===== src/rtl/ram_dma_pkg.sv =====
// Shared state encoding and transfer-mode constants for the RAM block-copy/fill engine.
package ram_dma_pkg;

  typedef enum logic [1:0] {
    ST_IDLE = 2'd0,
    ST_RD   = 2'd1,
    ST_WR   = 2'd2,
    ST_DONE = 2'd3
  } state_e;

  localparam logic MODE_COPY = 1'b0;
  localparam logic MODE_FILL = 1'b1;

endpackage


===== src/rtl/ram_dma_if.sv =====
// Single-port synchronous RAM bus: address, write data and write enable out, registered read data back.
interface ram_dma_if #(
  parameter int ADDR_WIDTH = 8,
  parameter int DATA_WIDTH = 8
);

  logic [ADDR_WIDTH-1:0] addr;
  logic [DATA_WIDTH-1:0] wdata;
  logic                  we;
  logic [DATA_WIDTH-1:0] rdata;

  modport master (output addr, output wdata, output we, input rdata);
  modport slave  (input addr, input wdata, input we, output rdata);

endinterface


===== src/rtl/ram_dma.sv =====
// Block copy (2 cycles/word) or fill (1 cycle/word) engine on a single-port sync RAM; done pulses one
// cycle after the last write. No backpressure: start is only honoured in IDLE, ignored while running.
module ram_dma
  import ram_dma_pkg::*;
#(
  parameter int ADDR_WIDTH = 8,
  parameter int DATA_WIDTH = 8
) (
  input  logic                  i_clk,
  input  logic                  i_rst_n,
  input  logic                  i_start,
  input  logic                  i_mode,
  input  logic [ADDR_WIDTH-1:0] i_src,
  input  logic [ADDR_WIDTH-1:0] i_dst,
  input  logic [ADDR_WIDTH:0]   i_len,
  input  logic [DATA_WIDTH-1:0] i_fill,
  output logic                  o_busy,
  output logic                  o_done,
  ram_dma_if.master             ram
);

  localparam logic [ADDR_WIDTH:0] K_ONE = {{ADDR_WIDTH{1'b0}}, 1'b1};

  state_e                state_q, state_d;
  logic [ADDR_WIDTH:0]   k_q, k_d;
  logic [ADDR_WIDTH:0]   len_q, len_d;
  logic                  mode_q, mode_d;
  logic [ADDR_WIDTH-1:0] src_q, src_d;
  logic [ADDR_WIDTH-1:0] dst_q, dst_d;
  logic [DATA_WIDTH-1:0] fill_q, fill_d;
  logic [ADDR_WIDTH-1:0] addr_q, addr_d;
  logic [DATA_WIDTH-1:0] data_q, data_d;
  logic [ADDR_WIDTH:0]   k_inc;
  logic                  we;
  logic                  busy;
  logic                  done;

  assign k_inc = k_q + K_ONE;

  always_comb begin
    state_d = state_q;
    k_d     = k_q;
    len_d   = len_q;
    mode_d  = mode_q;
    src_d   = src_q;
    dst_d   = dst_q;
    fill_d  = fill_q;
    addr_d  = addr_q;
    data_d  = data_q;
    we      = 1'b0;
    busy    = 1'b0;
    done    = 1'b0;
    case (state_q)
      ST_IDLE: begin
        if (i_start) begin
          if (i_len != '0) begin
            len_d   = i_len;
            mode_d  = i_mode;
            src_d   = i_src;
            dst_d   = i_dst;
            fill_d  = i_fill;
            k_d     = '0;
            state_d = (i_mode == MODE_FILL) ? ST_WR : ST_RD;
          end else begin
            state_d = ST_DONE;
          end
        end
      end
      ST_RD: begin
        addr_d  = src_q + k_q[ADDR_WIDTH-1:0];
        busy    = 1'b1;
        state_d = ST_WR;
      end
      ST_WR: begin
        // Copy data comes straight from the RAM read issued in the preceding RD cycle.
        addr_d = dst_q + k_q[ADDR_WIDTH-1:0];
        data_d = (mode_q == MODE_FILL) ? fill_q : ram.rdata;
        we     = 1'b1;
        busy   = 1'b1;
        k_d    = k_inc;
        if (k_inc == len_q) begin
          state_d = ST_DONE;
        end else begin
          state_d = (mode_q == MODE_FILL) ? ST_WR : ST_RD;
        end
      end
      ST_DONE: begin
        done    = 1'b1;
        state_d = ST_IDLE;
      end
      default: state_d = ST_IDLE;
    endcase
  end

  always_ff @(posedge i_clk or negedge i_rst_n) begin
    if (!i_rst_n) begin
      state_q <= ST_IDLE;
      k_q     <= '0;
      len_q   <= '0;
      mode_q  <= MODE_COPY;
      src_q   <= '0;
      dst_q   <= '0;
      fill_q  <= '0;
      addr_q  <= '0;
      data_q  <= '0;
    end else begin
      state_q <= state_d;
      k_q     <= k_d;
      len_q   <= len_d;
      mode_q  <= mode_d;
      src_q   <= src_d;
      dst_q   <= dst_d;
      fill_q  <= fill_d;
      addr_q  <= addr_d;
      data_q  <= data_d;
    end
  end

  assign ram.addr  = addr_d;
  assign ram.wdata = data_d;
  assign ram.we    = we;
  assign o_busy    = busy;
  assign o_done    = done;

endmodule


===== src/flat_wrapper.sv =====
// flat-port wrapper written by rule: the top's interface ports become plain ports
module ram_dma_flat import ram_dma_pkg::*;
#(
  parameter int ADDR_WIDTH = 8,
  parameter int DATA_WIDTH = 8
)
  (i_clk, i_rst_n, i_start, i_mode, i_src, i_dst, i_len, i_fill, o_busy, o_done, ram_addr, ram_wdata, ram_we, ram_rdata);
  ram_dma_if #(.ADDR_WIDTH(ADDR_WIDTH), .DATA_WIDTH(DATA_WIDTH)) ram_i ();
  input  logic i_clk;
  input  logic i_rst_n;
  input  logic i_start;
  input  logic i_mode;
  input  logic [ADDR_WIDTH-1:0] i_src;
  input  logic [ADDR_WIDTH-1:0] i_dst;
  input  logic [ADDR_WIDTH:0] i_len;
  input  logic [DATA_WIDTH-1:0] i_fill;
  output logic o_busy;
  output logic o_done;
  output wire logic [$bits(ram_i.addr)-1:0] ram_addr;
  output wire logic [$bits(ram_i.wdata)-1:0] ram_wdata;
  output wire logic [$bits(ram_i.we)-1:0] ram_we;
  input wire logic [$bits(ram_i.rdata)-1:0] ram_rdata;
  assign ram_addr = ram_i.addr;
  assign ram_wdata = ram_i.wdata;
  assign ram_we = ram_i.we;
  assign ram_i.rdata = ram_rdata;
  ram_dma #(.ADDR_WIDTH(ADDR_WIDTH), .DATA_WIDTH(DATA_WIDTH)) u_core (.i_clk(i_clk), .i_rst_n(i_rst_n), .i_start(i_start), .i_mode(i_mode), .i_src(i_src), .i_dst(i_dst), .i_len(i_len), .i_fill(i_fill), .o_busy(o_busy), .o_done(o_done), .ram(ram_i));
endmodule

===== config.mk =====
export PLATFORM = sky130hd
export DESIGN_NAME = ram_dma_flat
export DESIGN_NICKNAME = d
export VERILOG_FILES = /design/src/rtl/ram_dma_pkg.sv /design/src/rtl/ram_dma_if.sv /design/src/rtl/ram_dma.sv /design/src/flat_wrapper.sv
export SDC_FILE = /design/constraint.sdc
export NUM_CORES = 1
export LEC_CHECK = 0
export CORE_MARGIN = 4
export CORE_UTILIZATION = 56
export DETAILED_ROUTE_END_ITERATION = 8
export MAX_ROUTING_LAYER = met4
export PLACE_DENSITY = 0.95
export SKIP_CTS_REPAIR_TIMING = 1
export SLEW_MARGIN = 20
export SYNTH_ARGS = -nofsm -noshare
export SYNTH_HDL_FRONTEND = slang
export SYNTH_SLANG_ARGS = --single-unit

===== constraint.sdc =====
create_clock -name i_clk -period 4.9 [get_ports i_clk]
set_input_delay 0.49 -clock i_clk [delete_from_list [all_inputs] [get_ports i_clk]]
set_output_delay 0.49 -clock i_clk [all_outputs]
set_load 0.02 [all_outputs]

-- Word-level counts from Yosys, hierarchy flattened
Cells that the tools add are included.
W data, S select, Z words.
- register bits: 61
- input bits: 45
- logic and storage cells: 39
- muxes and demuxes: 15
- add/sub/neg operators: 3
- equal/unequal tests: 6
- reductions and logical operators: 6
- operators by type and width (cell ; count):
    $mux W9 ; 2
    $pmux W9 S2 ; 1
    $add A8 B8 Y8 ; 2
    $mux W8 ; 2
    $pmux W8 S2 ; 1
    $mux W2 ; 5
    $add A9 B1 Y9 const B ; 1
    $eq A9 B9 Y1 ; 1
    $reduce_bool A9 Y1 ; 1
    $pmux W2 S4 ; 1
    $reduce_and A3 Y1 ; 2
    $eq A2 B2 Y1 const B ; 2
    $mux W1 ; 3
    $eq A2 B1 Y1 const B ; 1
    $logic_not A2 Y1 ; 1
    $ne A2 B1 Y1 const B ; 1
    $ne A2 B2 Y1 const B ; 1
    $reduce_bool A2 Y1 ; 1
    $reduce_or A2 Y1 ; 1

-- Depth between registers and ports, before layout
Gate-level depths: netlist of run 1.
- word-level depth: 4
- mapped depth: 12
- depth with buffers taken out: 10

-- Least setup slack after synthesis of run 1
No wires, ideal clock.
- path type: flip-flop to output port
- start point: reg u_core.state_q[0]
- end point: out ram_addr[6]
- setup slack: 1031 ps
- cell stages (with the launch flop): 13
- buffers on the path: 2
- data arrival time: 3379 ps
- path through: dfrtp_1 -> inv_1 -> ha_1 -> buf_2 -> buf_2 -> mux2_2 -> ha_1 -> fa_1 -> a21o_1 -> a21oi_1 -> o21ai_0 -> a2111o_1 -> o311ai_0
- longest elaborated chain between the ends: 2
- elaborated cells on any way between the ends: 3
- classes of those cells: 2 x eq/ne; 1 x mux
- RTL lines (item ; RTL line ; text):
    from (decl) ; ram_dma.sv:24 ; state_e state_q, state_d;
    from (signal assigned) ; ram_dma.sv:107 ; state_q <= state_d;
    $eq A2 B2 Y1 or $eq A2 B1 Y1 (tied branches) ; ram_dma.sv:53 ; case (state_q)
    $pmux W8 S2 * ; ram_dma.sv:53 ;
    to (decl) ; flat_wrapper.sv:19 ; output wire logic [$bits(ram_i.addr)-1:0] ram_addr;
Mark *: on every way between the ends. The rest lies on a longest branch, timed or not.

-- Worst setup path in the final report of run 1
Same ends and word-level chain as after synthesis.

==> impl_results.md, run 1 <==
* Status: completed
* Pre-antenna DRT Iters at 5
* CP Class: reg2out
* Ys async rst share at 1.00
* Hold Fails Final Rpt at 0
* Antenna viol nets, final at 0
* HP Class: in2async
* Largest net degree at the start of global routing at 62
* H-Tree Depth at 3
* Root Buffer: clkbuf_8
* Synthesized area at approximately 3400 µm²
* P_sw at 0.00138 W
* Placement Rows at 28
* Placed Area at between 4000 and 5000 µm²
* Chip width at 85.8 µm
* Cell area after layout at 4220 µm²
* Hpwl dp at ~5600 µm
* Syn-to-layout area delta at 24.5%
* Sequential share of the synthesized area at 0.450
* GR Overflow Total at 0
* Die H at approximately 86 µm
* Post-synthesis adder-cell area fraction at 0.0502
* Largest family of logic cells by synthesized area: multiplexers
* Layout fillers at between 400 and 500
* Maximum vdd drop at 0.000404 V
* Syn Area/Cell at 11.1 µm²
* Netlist cell types at 53
* N_diodes at 0
* Area share of and/or/nand/nor cells after synthesis at 0.119
* Fmax at 217 MHz
* Initial antenna violation count at 0
* Max-slew headroom at 0.488
* Internal power consumption at 0.00185 W
* Total Power at 0.00323 W
* Setup TNS at 0 ns
* Setup violators final at 0
* First-pass GRT wire length at 13000 µm
* Multi-input logic area at around 1700 µm²
* Final max-slew violation count at 0
* Vias in the first global route at 2658
* Crit path time final at 4.61 ns
* Number of synthesized flops with an enable pin at 0
* Wire per inst at 17.7 µm
* Synth Area in Compound Gates at 0.116
* Most Crowded Layer GR: met2
* Met3 usage at 0.0413
* Core footprint at 5890 µm²
* Sw frac at 0.427
* CTS tree: done
* Synth Instances at ~300
* GPL Wtd Cong at ~0.86
* Initial core utilization at 0.576
* Fraction of layout cells with a size suffix above 1 at 0.111
* Post-synth top flop: dfrtp_1
* I/O pin count at 64
* Worst path required time at around 4.4 ns
* CP Max Fanout at 7
* Seq pwr share at 0.295
* Nets@finish at 424
* Clock sinks at 61
* Max-cap violations at 0
* Startpoint types: flop
* P per Cell Area at 764 nW/µm²
* GRT met2 Usage at 0.359
* Yosys reg bits at 61
* Yosys warns at 0
* Seq. cell area at 1530 µm²
* Max Buffers Root-to-Sink at 2
* Port Buffers at 63
* Leak at 1.77 nW
* Vias at approximately 2.7k
* Crit end category: output port
* Syn_nets at 364
* Total GRT Usage at 0.232
* Via density at 6.01
* TritonCTS buffer count at 9
* Logic pwr share at 0.568
* Worst-Skew Late Latency at 0.34 ns
* Routed wire length at 7900 µm
* RSZ-0062 raised after global routing: false
* Most frequent cells in the layout: clkdlybuf4s50_1 (62), dfrtp_1 (61), mux2_1 (28)
* Commonest non-fill, non-tap cell in the layout: clkdlybuf4s50_1
* Worst hold slack at 0.288 ns
* GRT met1 Usage at 0.304
* Final period utilization at 0.940
* Clock power frac at 0.138
* WP data arrival at approximately 4 ns
* Die Area at 7360 µm²
* DRC violations left at 0
* Worst-margin pin slew at 0.768 ns
* Worst Skew at 0.00560 ns
* Mux contribution to synthesized area at 0.179
* Clk slew on worst S/H paths at 0.07 ns
* Initial DRC Count at roughly 240
* Post-synthesis xor/xnor area fraction at 0.0465
[metrics by stage]
stage                     utilization  instances  worst slack (ns)
after floorplan                     -        306              1.03
after detailed placement        0.685        430             0.714
after global placement          0.685        430             0.864
after global routing            0.717        446            0.0718
after CTS                       0.717        446             0.297
final                           0.717        446             0.292
[metal layers]
metal	wire [µm]	vias up
met5	0	-
met3	455	16
met1	3330	1326
met2	3970	104
li1	-	1236
met4	144	0
[cell usage after synthesis, types with 2 or more instances]
cell type | n | area, µm²
dfrtp_1 | 61 | 1530
mux2_1 | 28 | 315
a21oi_1 | 23 | 115
mux2_2 | 16 | 180
nand2_1 | 14 | 52.6
xnor2_1 | 14 | 123
ha_1 | 12 | 150
nor2_1 | 12 | 45.0
inv_1 | 11 | 41.3
mux2i_1 | 11 | 110
o21ai_0 | 10 | 50.1
nand3_1 | 9 | 45.0
nor3_1 | 8 | 40.0
or3_1 | 7 | 43.8
buf_2 | 6 | 30.0
clkbuf_1 | 5 | 18.8
nand4_1 | 5 | 31.3
a21o_1 | 4 | 30.0
xor2_1 | 4 | 35.0
a21boi_0 | 3 | 22.5
a31oi_1 | 3 | 18.8
and3_1 | 3 | 18.8
buf_6 | 3 | 33.8
nor2b_1 | 2 | 12.5
nor4_1 | 2 | 12.5
o211ai_1 | 2 | 15.0
o22ai_1 | 2 | 12.5
[sequential cells by signal, indices dropped and copies added, names as in the netlist]
signal and flops:
u_core.src_q 8, u_core.len_q 9, u_core.fill_q 8, u_core.state_q 2
u_core.data_q 8, u_core.k_q 9, u_core.mode_q 1, u_core.addr_q 8
u_core.dst_q 8
[power by group through the flow]
stage               Clock [W]  Combinational, W  Sequential, W
finish               0.000444           0.00183       0.000951
floorplan                   0           0.00127       0.000866
global route         0.000468           0.00198       0.000975
CTS                  0.000446           0.00184       0.000947
detailed placement          0           0.00182       0.000953
global placement            0           0.00174       0.000936
[path summary, 6_finish.rpt]
| path | end | depth (start not counted) | start | slack, ns |
|---|---|---|---|---|
| setup / recovery | ram_addr[6] | 11 | u_core.state_q[0]$_DFFE_PN0P_ | 0.29 |
| setup reg to reg | u_core.addr_q[6]$_DFF_PN0_ | 10 | u_core.state_q[0]$_DFFE_PN0P_ | 1.68 |
| hold / removal | u_core.dst_q[2]$_DFFE_PN0P_ | 2 | i_rst_n | 0.29 |
| max in group asynchronous | u_core.addr_q[7]$_DFF_PN0_ | 2 | i_rst_n | 4.09 |
| hold reg to reg | u_core.src_q[5]$_DFFE_PN0P_ | 1 | u_core.src_q[5]$_DFFE_PN0P_ | 0.49 |
| min in group i_clk | u_core.src_q[5]$_DFFE_PN0P_ | 1 | u_core.src_q[5]$_DFFE_PN0P_ | 0.49 |
[worst max-delay path, stage by stage (launching register included)]
cell             delay, ns
dfrtp_1               0.40
inv_1                 0.13
ha_1                  0.39
mux2_2                0.39
ha_1                  0.21
fa_1                  0.43
a21o_1                0.19
a21oi_1               0.22
o21ai_0               0.15
a2111o_1              0.43
o311ai_0              0.13
clkdlybuf4s50_1       0.69
[final cells by class]
type                            instances  area share
Multi-Input combinational cell        218       0.409
Sequential cell                        61       0.361
Inverter                               11     0.00978
Clock inverter                          6      0.0151
Tap cell                               75      0.0222
Timing Repair Buffer                   65       0.152
Clock buffer                           10      0.0302
[cell families (layout without fill, tap and decap cells)]
family | count (synthesis) | after routing
adders and majority gates | 13 | 13
xor gates and xnor gates | 18 | 18
DFF | 61 | 61
muxes | 55 | 55
buffers and inverters | 27 | 92
AOI/OAI and AO/OA | 60 | 60
and+or+nand+nor | 72 | 72
(Power assumes the default switching activity.)
==> run 2, diff against run 1 <==
- SLEW_MARGIN: 20 -> default
==> results of run 2 <==
Final layout, timing and power as in run 1 (identical DEF).
==> run 3, diff against run 2 <==
- SETUP_SLACK_MARGIN: default -> 0.3
==> run 3 against run 2 <==
  * Flip-flop and latch count is the same
  * Hold slack better by 0.0035 ns
  * Total power about the same
  * Clock power is essentially flat
  * Cell area increased by 0.12%
  * Global-route usage stayed put
  * Sequential power about the same
  * Critical endpoint is now ram_addr[7]
  * Largest cell class unchanged
==> impl_results.md, run 3 (synthesized netlist as in run 1, its figures left out) <==
* Status: completed
* Port Buffers at between 60 and 70
* CTS tree: done
* P per Cell Area at between 700 and 800 nW/µm²
* Via density at between 5 and 6
* CP max stage delay at 0.63 ns
* First-pass GRT wire length at 13000 µm
* Crit path from: u_core.state_q[0]$_DFFE_PN0P_
* Setup violators final at 0
* Wire per inst at about 18 µm
* Vias in the first global route at 2658
* Reg2reg setup slack at approximately 1.8 ns
* Final core occ at 0.718
* RSZ-0062 raised after global routing: false
* Clk slew on worst S/H paths at ~0.070 ns
* Leak at 1.78 nW
* I/O pin count at 64
* Crit path time final at between 4 and 5 ns
* Start of the worst register-to-register path: u_core.state_q[0]$_DFFE_PN0P_
* Max-slew headroom at 0.487
* Setup TNS at 0 ns
* Largest net degree at the start of global routing at 62
* Final max-slew violation count at 0
* DRC violations left at 0
* Root Buffer: clkbuf_8
* Total Power at 0.00322 W
* WP data arrival at 3.78 ns
* CP Class: reg2out
* Hpwl dp at 5630 µm
* Initial core utilization at 0.576
* TritonCTS buffer count at 9
* Core footprint at 5890 µm²
* H-Tree Depth at 3
* Crit end category: output port
* Startpoint types: flop
* Worst Skew at 0.00594 ns
* FF-to-FF End: u_core.addr_q[6]$_DFF_PN0_
* Worst-Skew Late Latency at 0.35 ns
* Initial DRC Count at 236
* Die Area at 7360 µm²
* GPL Wtd Cong at 0.858
* Placement Rows at 28
* Largest registers: u_core.k_q (9), u_core.len_q (9)
* CP max stage cell: clkdlybuf4s50_1
* Worst-margin pin slew at 0.769 ns
* Most frequent CP cell: a21o_1
* Die H at 85.8 µm
* N_diodes at 0
* Max Buffers Root-to-Sink at 2
* Max-cap violations at 0
* Antenna viol nets, final at 0
* Maximum vdd drop at 0.000371 V
* Pre-antenna DRT Iters at 5
* GR Overflow Total at 0
* Hold Fails Final Rpt at 0
* HP Class: in2async
* Clock sinks at 61
* CP Max Fanout at 7
* Routed wire length at 7930 µm
* Fraction of layout cells with a size suffix above 1 at 0.113
* Worst setup path end: ram_addr[7]
* Initial antenna violation count at 0
* Fmax at 234 MHz
* Final period utilization at 0.872
* Total GRT Usage at 0.232
* Worst path required time at 4.41 ns
* Syn-to-layout area delta at 24.7%
* Vias at 2662
* CP cell instances: inv_1 > ha_2 > mux2_2 > ha_1 > a21o_1 > a21o_1 > a2111oi_0 > o21ai_0 > nand4_1 > clkdlybuf4s50_1
* Nets@finish at 424
* Worst R2R Path Depth at 10
* Most frequent cells in the layout: clkdlybuf4s50_1 (61), dfrtp_1 (61), mux2_1 (28)
* Chip width at 85.8 µm
-- run 3: changes by cell type in the layout (fill, tap and decap cells not counted), sizes merged --
cell	before	now
dlymetal6s2s	0	1
clkdlybuf4s50	62	61
-- run 3: per-stage QoR --
| step | instance area [µm²] | hold slack (ns) | std cells | setup slack (ns) |
|---|---|---|---|---|
| 2_1_floorplan | 3390 | 0.194 | 306 | 1.03 |
| 3_3_place_gp | 4030 | 0.474 | 430 | 0.864 |
| 3_5_place_dp | 4030 | 0.477 | 430 | 0.714 |
| 4_1_cts | 4220 | 0.329 | 446 | 0.297 |
| 5_1_grt | 4230 | 0.382 | 446 | 0.399 |
| 6_report | 4230 | 0.292 | 446 | 0.629 |
-- run 3: report_power, final --
group / total, W / switching [W] / internal [W]
clock: 0.000444 / 0.000211 / 0.000234
combinational: 0.00183 / 0.000970 / 0.000859
sequential: 0.000950 / 0.000196 / 0.000754
total: 0.00322 / 0.00138 / 0.00185
-- run 3: worst min-delay path by stage --
stage                                  from                           end  slack, ns  cells past startpoint
4_1_cts                             i_rst_n   u_core.dst_q[2]$_DFFE_PN0P_       0.33                      2
6_report                            i_rst_n   u_core.dst_q[2]$_DFFE_PN0P_       0.29                      2
5_1_grt                             i_rst_n    u_core.addr_q[1]$_DFF_PN0_       0.38                      2
3_3_place_gp   u_core.fill_q[4]$_DFFE_PN0P_  u_core.fill_q[4]$_DFFE_PN0P_       0.47                      1
3_5_place_dp    u_core.src_q[5]$_DFFE_PN0P_   u_core.src_q[5]$_DFFE_PN0P_       0.48                      1
2_1_floorplan                       i_rst_n    u_core.addr_q[0]$_DFF_PN0_       0.19                      0
-- run 3: layout make-up --
cell class / instances / area [µm²]
flip-flops and latches: 61 / 1530
fillers: 408 / 1660
multi-input cells: 218 / 1730
repair buffers: 65 / 643
well taps: 75 / 93.8
clock inverters: 6 / 63.8
clock buffers: 10 / 128
inverters: 11 / 41.3
-- run 3: layer usage --
metal	global-route usage	wire length, µm
met4	0.0978	170
met3	0.0413	433
met1	0.304	3390
met5	-	0
met2	0.359	3930
-- run 3: worst max-delay path: cells and delay by family (launching register included) --
| kind | cells | cell delay, ns |
|---|---|---|
| AOI/OAI and AO/OA | 4 | 1.12 |
| muxes | 1 | 0.40 |
| adders and majority gates | 2 | 0.60 |
| DFF | 1 | 0.40 |
| buffers and inverters | 2 | 0.76 |
| and+or+nand+nor | 1 | 0.15 |
